**src/rtl/datapath_pkg.sv**
```systemverilog
// Shared definitions for the sequenced datapath: operation codes, sequencer
// states and the quotient pattern produced by a divide-by-zero.
package datapath_pkg;

    localparam logic [3:0] OP_ADD  = 4'd0;
    localparam logic [3:0] OP_SUB  = 4'd1;
    localparam logic [3:0] OP_AND  = 4'd2;
    localparam logic [3:0] OP_OR   = 4'd3;
    localparam logic [3:0] OP_SHR  = 4'd4;
    localparam logic [3:0] OP_SHL  = 4'd5;
    localparam logic [3:0] OP_ROR  = 4'd6;
    localparam logic [3:0] OP_ROL  = 4'd7;
    localparam logic [3:0] OP_NEG  = 4'd8;
    localparam logic [3:0] OP_NOT  = 4'd9;
    localparam logic [3:0] OP_MUL  = 4'd10;
    localparam logic [3:0] OP_DIV  = 4'd11;
    localparam logic [3:0] OP_MFHI = 4'd12;
    localparam logic [3:0] OP_MFLO = 4'd13;

    typedef enum logic [2:0] {
        ST_IDLE  = 3'd0,
        ST_T1    = 3'd1,
        ST_T2    = 3'd2,
        ST_TITER = 3'd3,
        ST_T3    = 3'd4
    } state_t;

    // Every quotient bit is this value when the divisor is zero.
    localparam logic DZ_QUOTIENT_BIT = 1'b1;

    function automatic logic isIterOp(input logic [3:0] op);
        return (op == OP_MUL) || (op == OP_DIV);
    endfunction

    function automatic logic isLegalOp(input logic [3:0] op);
        return op <= OP_MFLO;
    endfunction

endpackage

```
**src/rtl/muldiv_iter.sv**
```systemverilog
// Iterative unsigned multiplier / restoring divider, one bit per cycle.
// hi/lo show the result of the step in progress while busy, else the held result.
module muldiv_iter
    import datapath_pkg::*;
#(
    parameter int BITS = 32
) (
    input  logic            clk,
    input  logic            reset,
    input  logic            start,
    input  logic            is_div,
    input  logic [BITS-1:0] a,
    input  logic [BITS-1:0] b,
    output logic            busy,
    output logic            last,
    output logic [BITS-1:0] hi,
    output logic [BITS-1:0] lo,
    output logic            dz
);

    localparam int CW = $clog2(BITS);

    logic            busy_q;
    logic [CW-1:0]   count_q;
    logic            isDiv_q;
    logic [BITS-1:0] opnd_q;
    logic [BITS:0]   acc_q;
    logic [BITS-1:0] low_q;
    logic            dz_q;

    logic [BITS:0]   accStep;
    logic [BITS-1:0] lowStep;
    logic [BITS:0]   mulSum;
    logic [BITS:0]   remShift;
    logic [BITS:0]   trial;

    // Multiply: add multiplicand into the upper half when the low bit is set, then
    // shift right. Divide: shift remainder left, keep the trial subtract if it fits.
    always_comb begin
        mulSum   = low_q[0] ? (acc_q + {1'b0, opnd_q}) : acc_q;
        remShift = {acc_q[BITS-1:0], low_q[BITS-1]};
        trial    = remShift - {1'b0, opnd_q};
        accStep  = acc_q;
        lowStep  = low_q;
        if (isDiv_q) begin
            if (!trial[BITS]) begin
                accStep = trial;
                lowStep = {low_q[BITS-2:0], 1'b1};
            end else begin
                accStep = remShift;
                lowStep = {low_q[BITS-2:0], 1'b0};
            end
        end else begin
            accStep = {1'b0, mulSum[BITS:1]};
            lowStep = {mulSum[0], low_q[BITS-1:1]};
        end
    end

    always_ff @(posedge clk or posedge reset) begin
        if (reset) begin
            busy_q  <= 1'b0;
            count_q <= '0;
            isDiv_q <= 1'b0;
            opnd_q  <= '0;
            acc_q   <= '0;
            low_q   <= '0;
            dz_q    <= 1'b0;
        end else if (start) begin
            busy_q  <= 1'b1;
            count_q <= '0;
            isDiv_q <= is_div;
            opnd_q  <= b;
            acc_q   <= '0;
            low_q   <= a;
            dz_q    <= is_div && (b == '0);
        end else if (busy_q) begin
            acc_q   <= accStep;
            low_q   <= lowStep;
            count_q <= count_q + 1'b1;
            if (last) begin
                busy_q <= 1'b0;
            end
        end
    end

    assign busy = busy_q;
    assign last = busy_q && (count_q == CW'(BITS - 1));
    assign hi   = busy_q ? accStep[BITS-1:0] : acc_q[BITS-1:0];
    assign lo   = busy_q ? lowStep : low_q;
    assign dz   = dz_q;

endmodule

```
**src/rtl/datapath_seq.sv**
```systemverilog
// Single-bus datapath with an internal T-state sequencer: one accepted command
// runs R[ra] <- R[rb] op R[rc], or fills HI/LO through the iterative MUL/DIV unit.
module datapath_seq
    import datapath_pkg::*;
#(
    parameter int BITS      = 32,
    parameter int REGISTERS = 16,
    parameter int RW        = $clog2(REGISTERS)
) (
    input  logic            clk,
    input  logic            reset,
    input  logic            cmd_valid,
    output logic            cmd_ready,
    input  logic [3:0]      cmd_op,
    input  logic [RW-1:0]   cmd_ra,
    input  logic [RW-1:0]   cmd_rb,
    input  logic [RW-1:0]   cmd_rc,
    output logic            done,
    output logic            err,
    output logic [BITS-1:0] hi_val,
    output logic [BITS-1:0] lo_val,
    input  logic [RW-1:0]   dbg_sel,
    output logic [BITS-1:0] dbg_data
);

    localparam int SHW = $clog2(BITS);

    state_t          state_q, state_d;
    logic [3:0]      op_q;
    logic [RW-1:0]   ra_q, rb_q, rc_q;
    logic [BITS-1:0] ry_q, ry_d;
    logic [BITS-1:0] rz_q, rz_d;
    logic [BITS-1:0] hi_q, lo_q;
    logic [BITS-1:0] regs_q [REGISTERS];
    logic            done_q, err_q;

    logic [BITS-1:0]   busVal, opB, aluOut;
    logic [SHW-1:0]    shamt;
    logic [2*BITS-1:0] rotR, rotL;
    logic              iterStart, iterBusy, iterLast, iterDz;
    logic [BITS-1:0]   iterHi, iterLo;
    logic              regWe, hiloWe, accept;

    assign busVal = regs_q[rb_q];
    assign opB    = regs_q[rc_q];
    assign shamt  = opB[SHW-1:0];
    assign accept = cmd_valid && cmd_ready;

    // Rotates use a doubled copy of RY so the wrapped bits fall out of one shift.
    always_comb begin
        rotR   = {ry_q, ry_q} >> shamt;
        rotL   = {ry_q, ry_q} << shamt;
        aluOut = ry_q;
        case (op_q)
            OP_ADD:  aluOut = ry_q + opB;
            OP_SUB:  aluOut = ry_q - opB;
            OP_AND:  aluOut = ry_q & opB;
            OP_OR:   aluOut = ry_q | opB;
            OP_SHR:  aluOut = ry_q >> shamt;
            OP_SHL:  aluOut = ry_q << shamt;
            OP_ROR:  aluOut = rotR[BITS-1:0];
            OP_ROL:  aluOut = rotL[2*BITS-1:BITS];
            OP_NEG:  aluOut = {BITS{1'b0}} - ry_q;
            OP_NOT:  aluOut = ~ry_q;
            OP_MFHI: aluOut = hi_q;
            OP_MFLO: aluOut = lo_q;
            default: aluOut = ry_q;
        endcase
    end

    always_comb begin
        state_d   = state_q;
        ry_d      = ry_q;
        rz_d      = rz_q;
        iterStart = 1'b0;
        case (state_q)
            ST_IDLE: begin
                if (accept) state_d = ST_T1;
            end
            ST_T1: begin
                ry_d = busVal;
                if (isIterOp(op_q)) begin
                    iterStart = 1'b1;
                    state_d   = ST_TITER;
                end else begin
                    state_d = ST_T2;
                end
            end
            ST_T2: begin
                rz_d    = aluOut;
                state_d = ST_T3;
            end
            ST_TITER: begin
                if (iterLast) begin
                    rz_d    = iterLo;
                    state_d = ST_T3;
                end
            end
            ST_T3:   state_d = ST_IDLE;
            default: state_d = ST_IDLE;
        endcase
    end

    assign regWe  = (state_q == ST_T3) && isLegalOp(op_q) && !isIterOp(op_q);
    assign hiloWe = (state_q == ST_T3) && isIterOp(op_q);

    always_ff @(posedge clk or posedge reset) begin
        if (reset) begin
            state_q <= ST_IDLE;
            op_q    <= '0;
            ra_q    <= '0;
            rb_q    <= '0;
            rc_q    <= '0;
            ry_q    <= '0;
            rz_q    <= '0;
            hi_q    <= '0;
            lo_q    <= '0;
            done_q  <= 1'b0;
            err_q   <= 1'b0;
        end else begin
            state_q <= state_d;
            ry_q    <= ry_d;
            rz_q    <= rz_d;
            if (accept) begin
                op_q <= cmd_op;
                ra_q <= cmd_ra;
                rb_q <= cmd_rb;
                rc_q <= cmd_rc;
            end
            if (hiloWe) begin
                hi_q <= iterHi;
                lo_q <= iterDz ? {BITS{DZ_QUOTIENT_BIT}} : iterLo;
            end
            done_q <= (state_q == ST_T3);
            err_q  <= (state_q == ST_T3) &&
                      (!isLegalOp(op_q) || ((op_q == OP_DIV) && iterDz));
        end
    end

    always_ff @(posedge clk or posedge reset) begin
        if (reset) begin
            for (int i = 0; i < REGISTERS; i++) begin
                regs_q[i] <= '0;
            end
        end else if (regWe) begin
            regs_q[ra_q] <= rz_q;
        end
    end

    muldiv_iter #(.BITS(BITS)) u_muldiv (
        .clk    (clk),
        .reset  (reset),
        .start  (iterStart),
        .is_div (op_q == OP_DIV),
        .a      (busVal),
        .b      (opB),
        .busy   (iterBusy),
        .last   (iterLast),
        .hi     (iterHi),
        .lo     (iterLo),
        .dz     (iterDz)
    );

    assign cmd_ready = (state_q == ST_IDLE) && !iterBusy;
    assign done      = done_q;
    assign err       = err_q;
    assign hi_val    = hi_q;
    assign lo_val    = lo_q;
    assign dbg_data  = regs_q[dbg_sel];

endmodule

```
**config.mk**
```make
export PLATFORM = sky130hd
export DESIGN_NAME = datapath_seq
export DESIGN_NICKNAME = d
export VERILOG_FILES = /design/src/rtl/datapath_pkg.sv /design/src/rtl/muldiv_iter.sv /design/src/rtl/datapath_seq.sv
export SDC_FILE = /design/constraint.sdc
export NUM_CORES = 2
export LEC_CHECK = 0
export BUFFER_PORTS_ARGS = -buffer_cell sky130_fd_sc_hd__buf_2
export CORE_MARGIN = 4
export CORE_UTILIZATION = 41
export DETAILED_ROUTE_END_ITERATION = 10
export PLACE_DENSITY = 0.53
export SYNTH_ARGS = -nofsm -noshare
export SYNTH_HDL_FRONTEND = slang
export SYNTH_SLANG_ARGS = --single-unit
```
**constraint.sdc**
```tcl
create_clock -name clk -period 35.3 [get_ports clk]
set_input_delay 5.295 -clock clk [delete_from_list [all_inputs] [get_ports clk]]
set_output_delay 5.295 -clock clk [all_outputs]
set_load 0.1 [all_outputs]
```
==> flow_metrics.tcl <==
set metrics [dict create \
    cts_max_path_buffers 3 \
    start_util_pct 41.5 \
    dp_hpwl_um 142000 \
    firstDrtPassIters 6 \
    cts_max_level 3 \
    avgSynthCellArea_um2 11.2 \
    cts.sinks 766 \
    routed_wl_um 208000 \
    grt_overflow 0 \
    met3WireLength_um 16800 \
    path_clk_slew_ns 0.05 \
    fp.coreArea_um2 128000 \
    antenna_found_initial 2 \
    path_class "in2out" \
    synthesis.area_um2 53100 \
    end_kind "primary output" \
    ioPinCount 122 \
    wl_per_cell_um 32.3 \
    synthArstFlopShare_pct 100 \
    synth_nets 4872 \
    synth-main-ff-cell "dfrtp_1" \
    hp-class "reg2reg" \
    cp-start-kind "input pin" \
    synth_area_leader_cell "dfrtp_1" \
    io_buffers 121 \
    num_rows 131 \
    rsz0062_at_grt "no" \
    synth-edff-count 0 \
    relSlewSlack_pct 23.1 \
    cts_setup_buffers 0 \
    vias_per_cell 6.68 \
    clk_latency_ns 0.72 \
    ys_ff_latch 766 \
    p_int_w 0.00304 \
    grt_pass1_vias 42200 \
    ant_nets 0 \
    die-area_um2 135000 \
    comb_power_share_pct 58.4 \
    worst_ep_required_time_ns 30.00 \
    final_max_slew_viol_count 0 \
    drt_iter0_drc 4751 \
    die_height_um 368 \
    worstMarginPinSlew_ns 1.15 \
    multi_input_area_um2 32200 \
    grt_util_all_layers_pct 30.3 \
    setup_violations 0 \
    fin_crit_sh_pct 38.1 \
    gp_congestion 1.02 \
    setup-tns-final_ns 0 \
    wl_met2_um 94100 \
    vias 43200 \
    yosysSeqAreaShare_pct 36.1 \
    ys.warnings.count 0 \
    met1Wirelength_um 88000 \
    synth.area.top_cells "dfrtp_1 (36%), mux4_2 (19%), mux2_2 (12%), o21ai_0 (2.6%), nand2_1 (2.5%)" \
    skew_ns 0.0340 \
    cts_tree "built" \
    die_w_um 368 \
    drive_above_1_share_pct 31.2 \
    dr.max_layer_used "met4" \
    ir_drop_mv 0.0684 \
    cts.hold.buffers_added 0 \
    fin_crit_ns 13.45 \
    arrival_ns 8.15 \
    fill_cells 11800 \
    cts-buffers-inserted 92 \
    grt_max_degree 161 \
    ff_latch_area_um2 19200 \
    syn_inst 4743 \
    nets 4783 \
    swShare_pct 51.1 \
    p_leak_nw 25.6 \
    utilization_pct 45.7 \
    area_delta_synth_final_pct 10.2 \
    final_cell_mix "dfrtp_1 (755), mux2_2 (573), mux4_2 (450)" \
    clock-root-buffer "clkbuf_16" \
    yosysTopAreaCellShare_pct 36.1 \
    max_freq_ghz 0.0744 \
    crit_path_max_fanout 65 \
    status "finished, final reports clean" \
    seqPwrFrac_pct 25.2 \
    ys_types 91 \
    pwr_density_cell_nw_per_um2 106 \
    grt_pass1_wl_um 304000 \
    route.detailed.drc 0 \
    mostFrequentLayoutCell "dfrtp_1" \
    cap_violations 0 \
    p_switching_w 0.00318 \
    hold_viol_final 0 \
    post_cts_resize_count 0 \
    pwr-share-clk_pct 16.4 \
]
worst max-delay path, cell delays in order:
cell    delay (ns)
buf_6         0.52
buf_4         0.82
mux4_2        0.41
mux4_2        0.62
buf_2         0.35
cell families (layout without fill, tap and decap cells):
kind of cell | count (synthesis) | count (layout) | share of synthesized area, %
AO/OA/AOI/OAI | 1105 | 1105 | 13.3
multiplexers | 1107 | 1107 | 33.1
XOR/XNOR | 131 | 131 | 2.16
AND/OR/NAND/NOR | 1027 | 1027 | 8.75
buffers and inverters | 480 | 468 | 3.67
adder cells (fa/ha/maj) | 127 | 127 | 2.94
flip-flops | 766 | 766 | 36.1
other | 0 | 2 | 0
flip-flops by register name (all words and copies together) (netlist names), 3 cells and up:
name and count:
rz_q 32, u_muldiv.acc_q 33, op_q 4, rb_q 4
regs_q 512, rc_q 4, u_muldiv.count_q 5, u_muldiv.opnd_q 32
ra_q 4, lo_val 32, state_q 3, u_muldiv.low_q 32
ry_q 32, hi_val 32
cell usage after synthesis, drive strengths merged, types with 17 or more instances:
master / number
o221ai: 21
a22oi: 53
o21a: 18
mux4: 459
buf: 122
dfrtp: 766
o31ai: 26
nor2: 305
a211oi: 50
o21ai: 315
mux2i: 73
nand2: 347
mux2: 575
nor3: 38
nor2b: 28
xor2: 58
a21o: 48
ha: 103
and3: 19
or3: 17
xnor2: 73
nand3: 138
and2: 20
a221oi: 49
o2111ai: 19
clkbuf: 290
a21oi: 251
inv: 66
nand2b: 32
a31oi: 23
o211ai: 54
o22ai: 70
maj3: 21
nand4: 19
through the flow:
step	power (W)	cells	hold slack (ns)	instance area, um2	worst slack [ns]
after floorplan	0.00398	4743	0.475	53100	8.50
after global placement	0.00512	6289	0.497	55200	21.94
after detailed placement	0.00513	6289	0.505	55200	21.85
after CTS	0.00617	6460	0.518	58500	21.85
after global routing	0.00653	6460	0.544	58500	21.73
final	0.00622	6462	0.513	58500	21.85
area by class of cell:
cell class / count / share of cell area (%)
Antenna cell: 2 / 0.00855
Clock buffer: 131 / 4.60
Clock inverter: 40 / 0.981
Inverter: 68 / 0.449
Multi-Input combinational cell: 3497 / 55.0
Sequential cell: 766 / 32.8
Tap cell: 1729 / 3.70
Timing Repair Buffer: 229 / 2.50
power groups by stage:
stage               Sequential [W]  Combinational [W]  Clock (W)
finish                     0.00157            0.00363    0.00102
global route               0.00161            0.00384    0.00108
CTS                        0.00156            0.00357    0.00104
detailed placement         0.00157            0.00356          0
global placement           0.00157            0.00355          0
floorplan                  0.00152            0.00245          0
per-layer routing:
metal  track usage, %  vias to the layer above
met1             42.1                    22600
met5                0                        -
met3             5.85                      415
met2             46.6                     2042
li1                 -                    18100
met4             12.4                        0
worst paths after layout:
check	depth (start not counted)	endpoint	startpoint	slack, ns
setup reg to reg	22	rz_q[31]	rc_q[0]	27.67
min in group asynchronous	2	ry_q[25]	reset	4.72
max in group asynchronous	5	u_muldiv.isDiv_q	reset	27.50
setup / recovery	5	dbg_data[29]	dbg_sel[1]	21.85
hold / removal	1	rc_q[3]	rc_q[3]	0.51
hold reg to reg	1	rc_q[3]	rc_q[3]	0.51
Note: power is estimated with default switching activity, not from simulation.
